**src/rtl/sevenseg_scanner.sv**
```systemverilog
// Multiplexed seven-segment scanner: hex decode, decimal points, leading-zero
// blanking, PWM brightness and a frame-synchronous double-buffered update port.
module sevenseg_scanner #(
   parameter int NUM_DIGITS     = 4,
   parameter int DIV_W          = 12,
   parameter int BRIGHT_W       = 3,
   parameter bit SEG_ACTIVE_LOW = 1'b1,
   parameter bit DIG_ACTIVE_LOW = 1'b1
) (
   input  logic                    clk,
   input  logic                    rst_n,
   input  logic                    upd_valid,
   output logic                    upd_ready,
   input  logic [4*NUM_DIGITS-1:0] upd_value,
   input  logic [NUM_DIGITS-1:0]   upd_dp,
   input  logic                    lz_blank,
   input  logic [BRIGHT_W-1:0]     brightness,
   output logic [7:0]              seg_out,
   output logic [NUM_DIGITS-1:0]   dig_out,
   output logic                    frame_done
);

   localparam int IDX_W = (NUM_DIGITS > 1) ? $clog2(NUM_DIGITS) : 1;
   localparam logic [IDX_W-1:0]      LAST_IDX = IDX_W'(NUM_DIGITS - 1);
   localparam logic [7:0]            SEG_OFF  = SEG_ACTIVE_LOW ? 8'hFF : 8'h00;
   localparam logic [NUM_DIGITS-1:0] DIG_OFF  = DIG_ACTIVE_LOW ? '1 : '0;

   logic [DIV_W-1:0]        presc;
   logic [IDX_W-1:0]        idx;
   logic                    tick;
   logic                    wrap_tick;
   logic                    pend;
   logic [4*NUM_DIGITS-1:0] pend_value;
   logic [NUM_DIGITS-1:0]   pend_dp;
   logic [4*NUM_DIGITS-1:0] disp_value;
   logic [NUM_DIGITS-1:0]   disp_dp;

   logic [3:0]              nib_p0;
   logic                    dp_p0;
   logic                    blank_p0;
   logic                    pwm_on_p0;
   logic [NUM_DIGITS-1:0]   upper_zero;
   logic [7:0]              seg_p0;
   logic [NUM_DIGITS-1:0]   dig_p0;

   function automatic logic [6:0] hex_decode(input logic [3:0] nib);
      case (nib)
         4'h0: hex_decode = 7'h3F;
         4'h1: hex_decode = 7'h06;
         4'h2: hex_decode = 7'h5B;
         4'h3: hex_decode = 7'h4F;
         4'h4: hex_decode = 7'h66;
         4'h5: hex_decode = 7'h6D;
         4'h6: hex_decode = 7'h7D;
         4'h7: hex_decode = 7'h07;
         4'h8: hex_decode = 7'h7F;
         4'h9: hex_decode = 7'h6F;
         4'hA: hex_decode = 7'h77;
         4'hB: hex_decode = 7'h7C;
         4'hC: hex_decode = 7'h39;
         4'hD: hex_decode = 7'h5E;
         4'hE: hex_decode = 7'h79;
         default: hex_decode = 7'h71;
      endcase
   endfunction

   assign tick      = &presc;
   assign wrap_tick = tick && (idx == LAST_IDX);
   assign upd_ready = ~pend;

   always_ff @(posedge clk or negedge rst_n) begin
      if (!rst_n) begin
         presc      <= '0;
         idx        <= '0;
         frame_done <= 1'b0;
      end else begin
         presc      <= presc + DIV_W'(1);
         frame_done <= wrap_tick;
         if (tick)
            idx <= (idx == LAST_IDX) ? '0 : idx + IDX_W'(1);
      end
   end

   // Pending buffer moves to the display only on a frame wrap, so a frame never tears.
   always_ff @(posedge clk or negedge rst_n) begin
      if (!rst_n) begin
         pend       <= 1'b0;
         pend_value <= '0;
         pend_dp    <= '0;
         disp_value <= '0;
         disp_dp    <= '0;
      end else begin
         if (wrap_tick && pend) begin
            disp_value <= pend_value;
            disp_dp    <= pend_dp;
            pend       <= 1'b0;
         end
         if (upd_valid && upd_ready) begin
            pend_value <= upd_value;
            pend_dp    <= upd_dp;
            pend       <= 1'b1;
         end
      end
   end

   // Stage p0: select and decode the current digit
   always_comb begin
      nib_p0     = 4'h0;
      dp_p0      = 1'b0;
      blank_p0   = 1'b0;
      dig_p0     = '0;
      upper_zero = '0;
      pwm_on_p0  = (&brightness) || (presc[DIV_W-1 -: BRIGHT_W] < brightness);
      upper_zero[NUM_DIGITS-1] = (disp_value[4*(NUM_DIGITS-1) +: 4] == 4'h0);
      for (int i = NUM_DIGITS - 2; i >= 0; i--)
         upper_zero[i] = upper_zero[i+1] && (disp_value[4*i +: 4] == 4'h0);
      for (int i = 0; i < NUM_DIGITS; i++) begin
         if (idx == IDX_W'(i)) begin
            nib_p0    = disp_value[4*i +: 4];
            dp_p0     = disp_dp[i];
            blank_p0  = lz_blank && (i != 0) && upper_zero[i];
            dig_p0[i] = pwm_on_p0;
         end
      end
      seg_p0 = {dp_p0, blank_p0 ? 7'h00 : hex_decode(nib_p0)};
   end

   // Stage p1: registered pins at the configured polarity
   always_ff @(posedge clk or negedge rst_n) begin
      if (!rst_n) begin
         seg_out <= SEG_OFF;
         dig_out <= DIG_OFF;
      end else begin
         seg_out <= seg_p0 ^ SEG_OFF;
         dig_out <= dig_p0 ^ DIG_OFF;
      end
   end

endmodule
```
**config.mk**
```make
export PLATFORM = sky130hd
export DESIGN_NAME = sevenseg_scanner
export DESIGN_NICKNAME = d
export VERILOG_FILES = /design/src/rtl/sevenseg_scanner.sv
export SDC_FILE = /design/constraint.sdc
export NUM_CORES = 1
export LEC_CHECK = 0
export ABC_AREA = 1
export ABC_CLOCK_PERIOD_IN_PS = 2150
export BUFFER_PORTS_ARGS = -buffer_cell sky130_fd_sc_hd__buf_4
export CAP_MARGIN = 40
export CORE_MARGIN = 2
export CORE_UTILIZATION = 50
export CTS_BUF_LIST = sky130_fd_sc_hd__clkbuf_16
export CTS_CLUSTER_DIAMETER = 50
export DETAILED_ROUTE_END_ITERATION = 8
export GPL_TIMING_DRIVEN = 0
export PLACE_DENSITY = 0.7
export SKIP_LAST_GASP = 1
export SLEW_MARGIN = 25
export SYNTH_ARGS = -nofsm -noshare
export SYNTH_HDL_FRONTEND = slang
export SYNTH_SLANG_ARGS = --single-unit
```
**constraint.sdc**
```tcl
create_clock -name clk -period 2.15 [get_ports clk]
set_input_delay 0 -clock clk [delete_from_list [all_inputs] [get_ports clk]]
set_output_delay 0 -clock clk [all_outputs]
set_load 0.02 [all_outputs]
```
==> summary.txt <==
Status
  – Outcome: finished clean

Routing
  – DRC errors left: 0
  – Number of nets with antenna violations after detailed routing: 0
  – Initial DRT Pass Iterations: 4
  – Per-cell via count in the routed design: 4.92
  – Sum of routed wire length over all layers: slightly above 6000 um
  – DRC violation total after the first TritonRoute iteration: about 90
  – Drt wl/cell: ~12 um
  – Via count: roughly 2,500

Global routing
  – Met2 capacity usage during global routing: 0.317
  – Number of global-route vias before repair: 2,437
  – Global Route met1 Usage: 0.255
  – Global-route wire length before repair: approximately 11,000 um
  – Global routing usage on met3: 0.0455
  – Number of antenna violations at the first check in global routing: 0
  – Most crowded layer after global routing: met2
  – Tot GR Track Use: 0.196
  – Pin count of the biggest net entering global routing: between 60 and 70
  – Global-route congestion overflow total: 0

Power
  – Logic gate share of total power: 0.037
  – Power density over cell area: about 670 nW/um^2
  – Switching share of power: 0.196
  – Total power draw: about 2.8 mW
  – Power share of the clock group: 0.499
  – Static Leak: approximately 2.2 nW
  – Sw power: roughly 540 uW
  – Peak supply drop: between 500 and 600 uV
  – P_int: 2.22 mW
  – Share of power burned in registers: 0.464

Setup path
  – Critical Path Max Stage Delay: 0.39 ns
  – Type of element launching the critical path: flop
  – Data arrival time of the worst path: around 2.2 ns
  – Critical Path Slowest Stage Cell: sky130_fd_sc_hd__dfrtp_1
  – Biggest fanout along the worst timing path: 10
  – FF-to-FF Start: idx[1]$_DFFE_PN0N_
  – Required time at the worst-slack endpoint: 2.39 ns
  – Worst Setup Path Type: flop to flop
  – Cell repeated most along the worst path: sky130_fd_sc_hd__inv_1
  – Number of cells traversed by the worst register-to-register path: 12
  – CP cell instances: ha_1, buf_2, inv_1, nor2_1, inv_1, nand2_2, inv_1, ha_1, inv_1, nand2_1, nand3_1, nand3_1
  – Slack of the worst reg-to-reg path: 0.19 ns
  – Nature of the critical path endpoint: flop
  – Worst flop-to-flop path endpoint: seg_out[3]$_DFF_PN1_

Worst hold path
  – Hold_sp: upd_valid
  – Hold Path Class: primary input to flop
  – Number of stages on the worst hold path: 4
  – Worst Hold Endpoint: pend_dp[3]$_DFFE_PN0P_

Timing
  – Min cycle time layout: approximately 2.0 ns
  – Maximum clock skew at final layout: about 0.0043 ns
  – Maximum clock frequency: between 500 and 600 MHz
  – Count of pins over their slew limit: 0
  – Worst-Margin Slew: 0.507 ns
  – Final worst path period share: 0.913
  – Headroom to the max-slew limit: 0.662
  – Final hold violation count: 0
  – Setup_tns: 0 ns
  – Unrepaired setup endpoints after global routing: false
  – Setup-failing EPs final: 0

Clocking
  – TritonCTS clock tree: done
  – Clock sink count: between 60 and 70
  – Maximum level of the CTS H-tree: 3
  – Number of buffers created by CTS: 9
  – CTS clk-pin slew, worst paths: about 0.050 ns
  – Worst-Skew Late Latency: 0.32 ns
  – Number of setup buffers added after CTS: 0
  – Max Root-Sink Buffers: 2
  – Buffer cell driving the clock tree root: sky130_fd_sc_hd__clkbuf_16

Final layout
  – Area of the multi-input gates: between 1000 and 1500 um^2
  – ANT cells: 0
  – Share of final-layout standard cells stronger than drive strength 1: 0.248
  – Register cell area after layout: between 1500 and 2000 um^2
  – Finished Core Util: 0.658
  – Number of fillers in the final layout: 491
  – Area added between synthesis and finish: 28.8%
  – Total number of nets in the final design: between 400 and 500

Synth
  – Compound-gate portion of the synthesized area: 0.112
  – Mean area per synthesized cell: between 9 and 10 um^2
  – Area fraction of the dominant cell type after synthesis: 0.437
  – Number of cells produced by synthesis: around 350
  – Post-synthesis net count: between 300 and 400
  – Number of warning messages in the yosys log: 0
  – Seq/Total Area, Yosys: 0.535
  – Post-synth design cell area: between 3000 and 4000 um^2
  – XOR/XNOR share of the synthesized area: 0.0273
  – Fraction of the mapped netlist area in adder cells: 0.0507
  – Synth unique cells: 26
  – Number of register bits inferred by synthesis: approximately 70
  – Leading area contributor after synthesis: sky130_fd_sc_hd__dfrtp_1
  – Proportion of synthesized area in mux cells: 0
  – Leading post-synthesis cells by cell area: sky130_fd_sc_hd__dfrtp_1 44%, sky130_fd_sc_hd__dfstp_2 9.8%, sky130_fd_sc_hd__nand2_1 7.7%
  – Main combinational cell family by area after synthesis: simple AND/OR/NAND/NOR gates
  – Simple logic cell fraction of the synthesized area: 0.193

Die
  – Vertical die dimension: between 80 and 90 um
  – Total Die Area: 7070 um^2
  – Floorplan row count: 29
  – Initial Util: 0.511
  – Die span in x: between 80 and 90 um
  – I/O pin total: 41
  – Standard cell core area: about 6300 um^2

Placed design
  – Number of port buffers: 40
  – Final weighted congestion in routability-driven placement: 0.839
  – Total half-perimeter wirelength after legalization and detailed placement: between 4000 and 5000 um

Job
  – Maximum Capacitance Violations: 0
-- worst max-delay path by stage --
| stage | depth (start not counted) | slack, ns | to | from |
|---|---|---|---|---|
| final | 12 | 0.19 | seg_out[3]$_DFF_PN1_ | idx[1]$_DFFE_PN0N_ |
| after CTS | 13 | 0.12 | seg_out[3]$_DFF_PN1_ | idx[0]$_DFFE_PN0N_ |
| after global placement | 13 | 0.18 | seg_out[3]$_DFF_PN1_ | idx[0]$_DFFE_PN0N_ |
| after detailed placement | 13 | 0.13 | seg_out[3]$_DFF_PN1_ | idx[0]$_DFFE_PN0N_ |
| after global routing | 12 | 0.01 | seg_out[3]$_DFF_PN1_ | idx[0]$_DFFE_PN0N_ |
| after floorplan | 14 | 0.38 | seg_out[1]$_DFF_PN1_ | idx[0]$_DFFE_PN0N_ |
-- final cells by class --
cell class,count,area share
Sequential cell,68,0.416
Multi-Input combinational cell,220,0.300
Timing Repair Buffer,62,0.128
Clock buffer,9,0.0545
Inverter,51,0.0463
Tap cell,77,0.0233
Buffer,10,0.0176
Clock inverter,7,0.0142
-- logic make-up after synthesis --
logic type	Yosys count
compound gates	56
fa+ha+maj	13
xor+xnor	10
simple gates	141
flops	68
buf+inv	61
-- through the flow --
step           hold WS [ns]  std cells  setup WS [ns]  instance area (um^2)
4_1_cts              0.0242        503          0.117                  4100
5_1_grt              0.0773        504         0.0132                  4130
3_3_place_gp          0.151        466          0.183                  3600
6_report             0.0409        504          0.187                  4130
2_1_floorplan        -0.296        349          0.380                  3210
3_5_place_dp          0.151        466          0.127                  3600
-- power groups by stage --
stage	combinational, mW	sequential, mW	clock (mW)
4_1_cts	0.0987	1.28	1.41
5_1_grt	0.114	1.28	1.47
3_3_place_gp	0.0674	1.30	0
6_report	0.103	1.28	1.38
2_1_floorplan	0.00509	1.31	0
3_5_place_dp	0.0687	1.30	0
-- cells in the mapped netlist, drive strengths merged --
library cell,n
a32o,1
inv,51
ha,13
a21oi,29
dfrtp,56
buf,9
nand4,1
clkbuf,1
nand2,70
xnor2,1
nor4,1
xor2,9
o21ai,26
nor3,4
dfstp,12
nand3,34
nor2,31
-- per-layer routing --
metal  part of all wire  wire length [um]
met5                  0                 0
met2               0.50              3130
met1               0.45              2780
met3              0.041               255
met4             0.0077                48
-- sequential cells by signal (all words and copies together), names as in the netlist, 2 cells and up --
register    cells
seg_out         8
disp_value     16
pend_value     16
dig_out         4
idx             2
presc          12
disp_dp         4
pend_dp         4
-- layout by cell type (no fill, tap or decap), types with 4 or more instances in the layout --
cell	netlist	routed
sky130_fd_sc_hd__a21oi_1	29	29
sky130_fd_sc_hd__buf_4	0	40
sky130_fd_sc_hd__buf_6	4	4
sky130_fd_sc_hd__clkbuf_16	0	9
sky130_fd_sc_hd__dfrtp_1	56	56
sky130_fd_sc_hd__dfstp_2	12	12
sky130_fd_sc_hd__dlygate4sd3_1	0	21
sky130_fd_sc_hd__ha_1	13	12
sky130_fd_sc_hd__inv_1	50	49
sky130_fd_sc_hd__nand2_1	66	64
sky130_fd_sc_hd__nand2_2	4	6
sky130_fd_sc_hd__nand3_1	33	33
sky130_fd_sc_hd__nor2_1	30	30
sky130_fd_sc_hd__o21ai_0	5	5
sky130_fd_sc_hd__o21ai_2	20	21
sky130_fd_sc_hd__xor2_1	9	9
-- critical path: cells and delay by family, from the launching register on --
kind,cells,cell delay (ns)
simple gates,5,0.50
fa+ha+maj,2,0.40
buf+inv,5,0.60
flops,1,0.39
-- repair_timing --
action	4_1_cts	5_1_grt
gates resized for setup	0	7
endpoints found under the hold margin	76	0
hold buffers	21	0
endpoints found under the setup margin	0	6
(Power assumes the default switching activity.)
